<file path="src/rtl/stopwatch_ctrl.sv">
// Stopwatch mode controller: clock-enable dividers, button edge detection,
// IDLE/RUN/PAUSE/ADJUST sequencing and registered pulses to the min:sec counter.
module stopwatch_ctrl #(
    parameter int CLK_HZ    = 100_000_000,
    parameter int SAMPLE_HZ = 100,
    parameter int TICK_HZ   = 1,
    parameter int ADJ_HZ    = 2,
    parameter int BLINK_HZ  = 4
) (
    input  logic       clk,
    input  logic       rst_n,
    input  logic       btn_pause,
    input  logic       btn_reset,
    input  logic       sw_adj,
    input  logic       sw_sel,
    output logic       db_sample,
    output logic       inc_sec,
    output logic       inc_min,
    output logic       count_clr,
    output logic       blink,
    output logic [1:0] mode
);

    localparam int SAMPLE_DIV = CLK_HZ / SAMPLE_HZ;
    localparam int RUN_DIV    = CLK_HZ / TICK_HZ;
    localparam int ADJ_DIV    = CLK_HZ / ADJ_HZ;
    localparam int BLINK_DIV  = CLK_HZ / BLINK_HZ;
    localparam int SW = $clog2(SAMPLE_DIV);
    localparam int RW = $clog2(RUN_DIV);
    localparam int AW = $clog2(ADJ_DIV);
    localparam int BW = $clog2(BLINK_DIV);

    typedef enum logic [1:0] {
        S_IDLE  = 2'd0,
        S_RUN   = 2'd1,
        S_PAUSE = 2'd2,
        S_ADJ   = 2'd3
    } state_t;

    state_t state_q, state_d;

    logic          pause_prev_q, reset_prev_q;
    logic          pause_arm_q, pause_arm_d, reset_arm_q, reset_arm_d;
    logic [SW-1:0] sample_cnt_q, sample_cnt_d;
    logic [RW-1:0] run_cnt_q, run_cnt_d;
    logic [AW-1:0] adj_cnt_q, adj_cnt_d;
    logic [BW-1:0] blink_cnt_q, blink_cnt_d;
    logic          db_sample_q, db_sample_d;
    logic          inc_sec_q, inc_sec_d;
    logic          inc_min_q, inc_min_d;
    logic          count_clr_q, count_clr_d;
    logic          blink_q, blink_d;

    // A press needs a low sample since reset (arm) and a rising edge, so a
    // button still held across an async reset does not fire on release.
    logic pause_press, reset_press;
    assign pause_press = btn_pause & ~pause_prev_q & pause_arm_q;
    assign reset_press = btn_reset & ~reset_prev_q & reset_arm_q;
    assign pause_arm_d = pause_arm_q | ~btn_pause;
    assign reset_arm_d = reset_arm_q | ~btn_reset;

    // State register
    always_ff @(posedge clk or negedge rst_n) begin
        if (!rst_n) state_q <= S_IDLE;
        else        state_q <= state_d;
    end

    // Next state: reset press beats adjust switch beats pause press
    always_comb begin
        state_d = state_q;
        if (reset_press)          state_d = S_IDLE;
        else if (sw_adj)          state_d = S_ADJ;
        else if (state_q == S_ADJ) state_d = S_PAUSE;
        else if (pause_press)     state_d = (state_q == S_RUN) ? S_PAUSE : S_RUN;
    end

    // Divider next values and registered pulse/blink outputs
    always_comb begin
        logic run_wrap, adj_wrap, blink_wrap, sample_wrap;
        sample_wrap = (sample_cnt_q == SW'(SAMPLE_DIV - 1));
        run_wrap    = (state_q == S_RUN) && (run_cnt_q == RW'(RUN_DIV - 1));
        adj_wrap    = (state_q == S_ADJ) && (adj_cnt_q == AW'(ADJ_DIV - 1));
        blink_wrap  = (state_q == S_ADJ) && (blink_cnt_q == BW'(BLINK_DIV - 1));

        sample_cnt_d = sample_wrap ? '0 : sample_cnt_q + SW'(1);
        db_sample_d  = sample_wrap;

        // Run divider holds through PAUSE so a resume continues the second
        run_cnt_d = run_cnt_q;
        if (state_q == S_RUN) run_cnt_d = run_wrap ? '0 : run_cnt_q + RW'(1);
        if (state_d == S_IDLE || state_d == S_ADJ) run_cnt_d = '0;

        adj_cnt_d   = '0;
        blink_cnt_d = '0;
        if (state_q == S_ADJ && state_d == S_ADJ) begin
            adj_cnt_d   = adj_wrap ? '0 : adj_cnt_q + AW'(1);
            blink_cnt_d = blink_wrap ? '0 : blink_cnt_q + BW'(1);
        end
        blink_d = (state_d == S_ADJ) ? (blink_q ^ blink_wrap) : 1'b0;

        // Clear wins over any coincident increment
        count_clr_d = reset_press;
        inc_sec_d   = ~reset_press & (run_wrap | (adj_wrap & ~sw_sel));
        inc_min_d   = ~reset_press & adj_wrap & sw_sel;
    end

    // Datapath registers: edge detect, dividers, outputs
    always_ff @(posedge clk or negedge rst_n) begin
        if (!rst_n) begin
            pause_prev_q <= 1'b0;
            reset_prev_q <= 1'b0;
            pause_arm_q  <= 1'b0;
            reset_arm_q  <= 1'b0;
            sample_cnt_q <= '0;
            run_cnt_q    <= '0;
            adj_cnt_q    <= '0;
            blink_cnt_q  <= '0;
            db_sample_q  <= 1'b0;
            inc_sec_q    <= 1'b0;
            inc_min_q    <= 1'b0;
            count_clr_q  <= 1'b0;
            blink_q      <= 1'b0;
        end else begin
            pause_prev_q <= btn_pause;
            reset_prev_q <= btn_reset;
            pause_arm_q  <= pause_arm_d;
            reset_arm_q  <= reset_arm_d;
            sample_cnt_q <= sample_cnt_d;
            run_cnt_q    <= run_cnt_d;
            adj_cnt_q    <= adj_cnt_d;
            blink_cnt_q  <= blink_cnt_d;
            db_sample_q  <= db_sample_d;
            inc_sec_q    <= inc_sec_d;
            inc_min_q    <= inc_min_d;
            count_clr_q  <= count_clr_d;
            blink_q      <= blink_d;
        end
    end

    assign db_sample = db_sample_q;
    assign inc_sec   = inc_sec_q;
    assign inc_min   = inc_min_q;
    assign count_clr = count_clr_q;
    assign blink     = blink_q;
    assign mode      = state_q;

endmodule

</file>
<file path="config.mk">
export PLATFORM = sky130hd
export DESIGN_NAME = stopwatch_ctrl
export DESIGN_NICKNAME = d
export VERILOG_FILES = /design/src/rtl/stopwatch_ctrl.sv
export SDC_FILE = /design/constraint.sdc
export NUM_CORES = 1
export LEC_CHECK = 0
export CAP_MARGIN = 20
export CORE_MARGIN = 5
export CORE_UTILIZATION = 35
export CTS_CLUSTER_DIAMETER = 80
export DETAILED_ROUTE_END_ITERATION = 8
export PLACE_DENSITY_LB_ADDON = 0.15
export SLEW_MARGIN = 20
export SYNTH_ARGS = -nofsm -noshare
export SYNTH_HDL_FRONTEND = slang
export SYNTH_SLANG_ARGS = --single-unit
</file>
<file path="constraint.sdc">
create_clock -name clk -period 2.8 [get_ports clk]
set_input_delay 0.84 -clock clk [delete_from_list [all_inputs] [get_ports clk]]
set_output_delay 0.84 -clock clk [all_outputs]
set_load 0.1 [all_outputs]
</file>
==> impl_metrics.ini, run 1 <==
[clock_network]
clk_pin_slew_worst_paths_ns = 0.07
cts_made_buffers = 9
cts_hold_buf = 0
cts_tree = done
cts.root.buffer_cell = clkbuf_16
clk_latency_ns = 0.35
clockBufferDepth = 2
htree_levels = 3
clock-sinks = 109

[route]
drtAntennaViolNets = 0
wire_per_inst_um = 14.3
drt_iter0_markers = 230
wl_mm = 11.0
drc_errors = 0
via_count = 3900
drt-pass1-iter-count = 4
routed_via_density = 5.10

[synth]
syn_avg_cell_area_um2 = 9.79
synth_edf_count = 0
syn-cell-area_um2 = 5310
yosys_warnings = 0
synth_nets = 554
ys_ff_latch = 109
ys_async_sr_fraction = 1.00
syn-instance-count = 543
synthFlopType = dfrtp_1
post_synth_num_cell_types = 49
ys_seq_area_frac = 0.513

[setup_path]
ff2ff_setup_slack_ns = 0.38
crit_arrival_ns = 2.89
cp_max_fo = 6
cp-start-kind = primary input
cp_data_required_time_ns = 3.04
cp-startpoint = btn_pause
crit_type = primary input to register
cp-end-kind = register
timing.rr.start = run_cnt_q[17]
r2r_end = run_cnt_q[17]
r2r_cells = 6

[floorplanning]
rows = 45
die_h_um = 133
core_um2 = 15000
ioPinCount = 13
initial_core_util = 0.353
die_area_um2 = 17700
die_width_um = 133

[layout]
antennaDiodeCount = 0
drive_gt1_frac = 0.107
final_cell_area_um2 = 6110
final_cell_mix = dfrtp_1 (107), nor2_1 (93), xor2_1 (56)
fin_nets = 583
fin_util = 0.406
final_common_cell = dfrtp_1
area_growth_pct = 14.9

[sta]
period_needed_ns = 2.64
post-route-period-util = 0.944
timing.fmax_mhz = 378
worstMarginPinSlew_ns = 0.747
hold_violations = 0
hold_slack_ns = 0.468
max-slew-margin-rel = 0.498
drv_slew = 0
setup_viol = 0
finalClockSkew_ns = 0.00835
finalWorstSetupSlack_ns = 0.155

[grt]
antenna_found_initial = 0
gr-usage-all-layers = 0.133
grt_max_degree = 41
grt_pass1_wl_mm = 19.4
grt_overflow_total = 0
grt_pass1_vias = 3875

[job]
cap_violations = 0

[place]
post-place-ws_ns = -0.234
dp_hpwl_mm = 7.75
placed_area_um2 = 5800
gp_congestion = 0.825
port_buffers = 12

[run_status]
status = complete, no violations

[power_and_ir_drop]
powerDensity_nw_per_um2 = 516
total_power_uw = 3150
cellLeakagePower_uw = 0.00252
ir_worst_vdd_mv = 0.305

[worst_hold_path]
hold_path_class = primary input to asynchronous set/reset pin
[worst max-delay path: stages]
cell and delay (ns):
clkdlybuf4s50_1 0.48, nand3b_1 0.18, nor2_1 0.13, a21oi_1 0.05, a21oi_1 0.21, ha_1 0.34, and2_1 0.24, nand4b_1 0.21
xor2_1 0.16, nor2_1 0.05
[metal layers]
layer | wire (µm) | global-route usage
met3 | 258 | 0.0340
met1 | 5410 | 0.179
met4 | 194 | 0.0451
met5 | 0 | 0
met2 | 5110 | 0.211
[flip-flops by register name, indices dropped and copies added (netlist names)]
name	flops
sample_cnt_q	20
inc_min	1
count_clr	1
reset_arm_q	1
run_cnt_q	27
inc_sec	1
adj_cnt_q	26
blink_cnt_q	25
blink	1
reset_prev_q	1
pause_prev_q	1
pause_arm_q	1
db_sample	1
mode	2
[metrics by stage]
step	cells	TNS, ns
6_report	765	0
5_1_grt	765	-0.00263
4_1_cts	765	0
3_5_place_dp	749	-6.78
3_3_place_gp	749	-4.12
2_1_floorplan	543	0
[cells by family after synthesis]
group	synth area share
xor+xnor	0.127
simple gates	0.285
mux	0.00400
buf+inv	0.0226
compound gates	0.0363
fa+ha+maj	0.0118
flops	0.513
[power breakdown]
part           total, µW  switching, µW  internal [µW]
Combinational        251            163           87.9
Clock               1300            577            721
Sequential          1600           14.0           1590
[how the worst max path moves through the flow]
stage / cells after the start / end / slack, ns
final: 10 / run_cnt_q[16] / 0.16
after global routing: 10 / run_cnt_q[7] / -0.003
after CTS: 10 / run_cnt_q[7] / 0.14
after detailed placement: 10 / run_cnt_q[7] / -0.23
after global placement: 10 / run_cnt_q[7] / -0.19
after floorplan: 11 / run_cnt_q[7] / 0.07
[final cells by class]
type	count	area, µm²
tap	188	235
inverter	9	33.8
clock inverter	5	60.1
timing repair buffer	36	330
fill	1475	8930
clock buffer	11	243
multi-input combinational	407	2470
sequential	109	2730
[cell usage after synthesis, drive strengths merged (3+ instances only)]
master / n / area, µm²
and3: 17 / 108
and4: 9 / 78.8
nor2b: 4 / 25.0
xor2: 56 / 490
o21ai: 5 / 25.0
a21oi: 7 / 35.0
xnor2: 21 / 184
nand4: 31 / 194
inv: 9 / 33.8
nor4: 5 / 31.3
nand3: 51 / 255
o31ai: 3 / 22.5
nor4b: 4 / 35.0
nand4b: 3 / 26.3
or4: 5 / 41.3
buf: 4 / 33.8
clkbuf: 14 / 52.6
nor3: 11 / 55.1
nand2b: 5 / 31.3
nand2: 40 / 160
nor2: 93 / 349
ha: 5 / 62.6
dfrtp: 109 / 2730
and2: 5 / 31.3
[what timing repair did]
action                                  CTS  global route
resized for setup                         0             1
endpoints found under the setup margin    0             1
buffers inserted                          0             0
No activity file was read; power rests on OpenSTA's default activity.
==> inputs of run 2 (changes only) <==
--- a/config.mk
+++ b/config.mk
@@ -10,6 +10,7 @@
 export CORE_UTILIZATION = 35
 export CTS_CLUSTER_DIAMETER = 80
 export DETAILED_ROUTE_END_ITERATION = 8
+export GPL_TIMING_DRIVEN = 0
 export PLACE_DENSITY_LB_ADDON = 0.15
 export SLEW_MARGIN = 20
 export SYNTH_ARGS = -nofsm -noshare
==> impl_metrics.ini, run 2 (synthesis results as in run 1) <==
[run_status]
status = complete, no violations

[route]
drc_errors = 0
drt-pass1-iter-count = 4
wire_per_inst_um = 14.4
wl_mm = 10.9
drtAntennaViolNets = 0
via_count = 3849
drt_iter0_markers = 181
routed_via_density = 5.08

[clock_network]
cts_tree = done
cts.root.buffer_cell = clkbuf_16
clockBufferDepth = 2
clk_pin_slew_worst_paths_ns = 0.07
clock-sinks = 109
clk_latency_ns = 0.36
htree_levels = 3
cts_made_buffers = 9

[layout]
final.fill_count = 1490
fin_util = 0.406
largest_register_ffs = 27
largestRegisters = run_cnt_q x27, adj_cnt_q x26, blink_cnt_q x25
drive_gt1_frac = 0.0825
antennaDiodeCount = 0
final_cell_mix = dfrtp_1 (107), nor2_1 (92), xor2_1 (56)
final_common_cell = dfrtp_1
regMostFlops = run_cnt_q
fin_nets = 576
layoutNonFillerInstCount = 758
area_growth_pct = 14.8
final_cell_area_um2 = 6100

[sta]
max-slew-margin-rel = 0.325
finalClockSkew_ns = 0.0101
hold_slack_ns = 0.429
setup_viol = 0
period_needed_ns = 2.73
hold_violations = 0
drv_slew = 0
post-route-period-util = 0.976
rsz0062_at_grt = true
timing.fmax_mhz = 366
worstMarginPinSlew_ns = 1.02

[floorplanning]
rows = 45
ioPinCount = 13
core_um2 = 15000
die_width_um = 133
initial_core_util = 0.353
die_h_um = 133
die_area_um2 = 17700

[place]
dp_hpwl_mm = 7.36
placed_area_um2 = 5710
port_buffers = 12
dp_cells = 744
gp_congestion = 0.790

[setup_path]
timing.critical_path.buf_inv = 1
cp_max_fo = 2
path_delay_family = buffers and inverters
crit_chain = clkdlybuf4s50_1
crit_arrival_ns = 1.89
slowest_delay_ns = 1.15
cp_data_required_time_ns = 1.96
cp-end-kind = output pin
cp-start-kind = register
critical-path-slowest-cell = clkdlybuf4s50_1
crit_type = register to output pin

[power_and_ir_drop]
ir_worst_vdd_mv = 0.333
powerDensity_nw_per_um2 = 532
pwr-share-seq = 0.493
cell_internal_pwr_uw = 2460
cellLeakagePower_uw = 0.00245
p_clk_frac = 0.436
comb_power_share = 0.071
total_power_uw = 3250
power.switching_uw = 792
switching_share = 0.244

[grt]
gr-usage-all-layers = 0.130
antenna_found_initial = 0
grt_max_degree = 59
grt_pass1_vias = 3848
grt_overflow_total = 0
grt_pass1_wl_mm = 18.9

[worst_hold_path]
hold_path_class = primary input to asynchronous set/reset pin

[job]
cap_violations = 0
[run 2: cell types whose count changed in the layout (fill, tap and decap cells not counted), moves of 2 or more]
| cell | change |
|---|---|
| a21oi_1 | -3 |
| buf_4 | -27 |
| buf_2 | +2 |
| clkdlybuf4s50_1 | +5 |
| clkbuf_1 | +8 |
| buf_12 | -3 |
| inv_6 | +4 |
| dlygate4sd2_1 | +2 |
| a21oi_2 | +3 |
[run 2: cell type report]
type | instances | area, µm² | area share
Buffer | 15 | 95.1 | 0.0156
Clock buffer | 9 | 225 | 0.0369
Clock inverter | 7 | 104 | 0.0170
Inverter | 9 | 33.8 | 0.00554
Multi-Input combinational cell | 407 | 2520 | 0.413
Sequential cell | 109 | 2730 | 0.448
Tap cell | 188 | 235 | 0.0385
Timing Repair Buffer | 14 | 154 | 0.0252
[run 2: timing repair]
item / 4_1_cts / 5_1_grt
setup endpoints to repair: 40 / 32
buffers inserted: 0 / 1
pin swaps: 2 / 2
gates resized for setup: 14 / 4
hold buffers: 0 / 0
[run 2: routing by layer]
layer	share of wire	routed length, µm	GRT usage	up-vias
met3	0.025	278	0.0344	9
li1	-	-	-	1929
met2	0.48	5220	0.210	30
met5	0	0	0	-
met1	0.49	5300	0.173	1881
met4	0.010	111	0.0326	0
[run 2: stage by stage]
| stage | setup slack [ns] | TNS (ns) |
|---|---|---|
| 2_1_floorplan | 0.0730 | 0 |
| 3_3_place_gp | -4.27 | -406.51 |
| 3_5_place_dp | -0.750 | -27.34 |
| 4_1_cts | 0.00588 | 0 |
| 5_1_grt | -0.0437 | -0.773 |
| 6_report | 0.0663 | 0 |
[run 2: power by group through the flow]
| stage | registers (µW) | clock network, µW | logic [µW] |
|---|---|---|---|
| 2_1_floorplan | 1660 | 0 | 98.1 |
| 3_3_place_gp | 1630 | 0 | 215 |
| 3_5_place_dp | 1630 | 0 | 219 |
| 4_1_cts | 1600 | 1480 | 225 |
| 5_1_grt | 1600 | 1530 | 255 |
| 6_report | 1600 | 1420 | 230 |
[run 2: worst reg2reg max path, stage by stage, from the launching register on]
cell	delay, ns
dfrtp_4	0.45
nor2b_1	0.22
clkbuf_1	0.44
a21oi_1	0.17
a21oi_2	0.25
ha_4	0.27
and2_2	0.27
nand4b_1	0.22
xor2_1	0.16
nor2_1	0.05
[run 2: final timing paths]
path                         startpoint       endpoint  slack (ns)  depth (start not counted)
setup reg to reg                mode[0]  run_cnt_q[16]        0.20                          9
min in group clk           reset_prev_q      count_clr        0.46                          1
setup / recovery                  blink          blink        0.07                          1
max in group asynchronous         rst_n        mode[0]        1.71                          2
hold / removal                    rst_n  adj_cnt_q[22]        0.43                          1
hold reg to reg            reset_prev_q      count_clr        0.46                          1
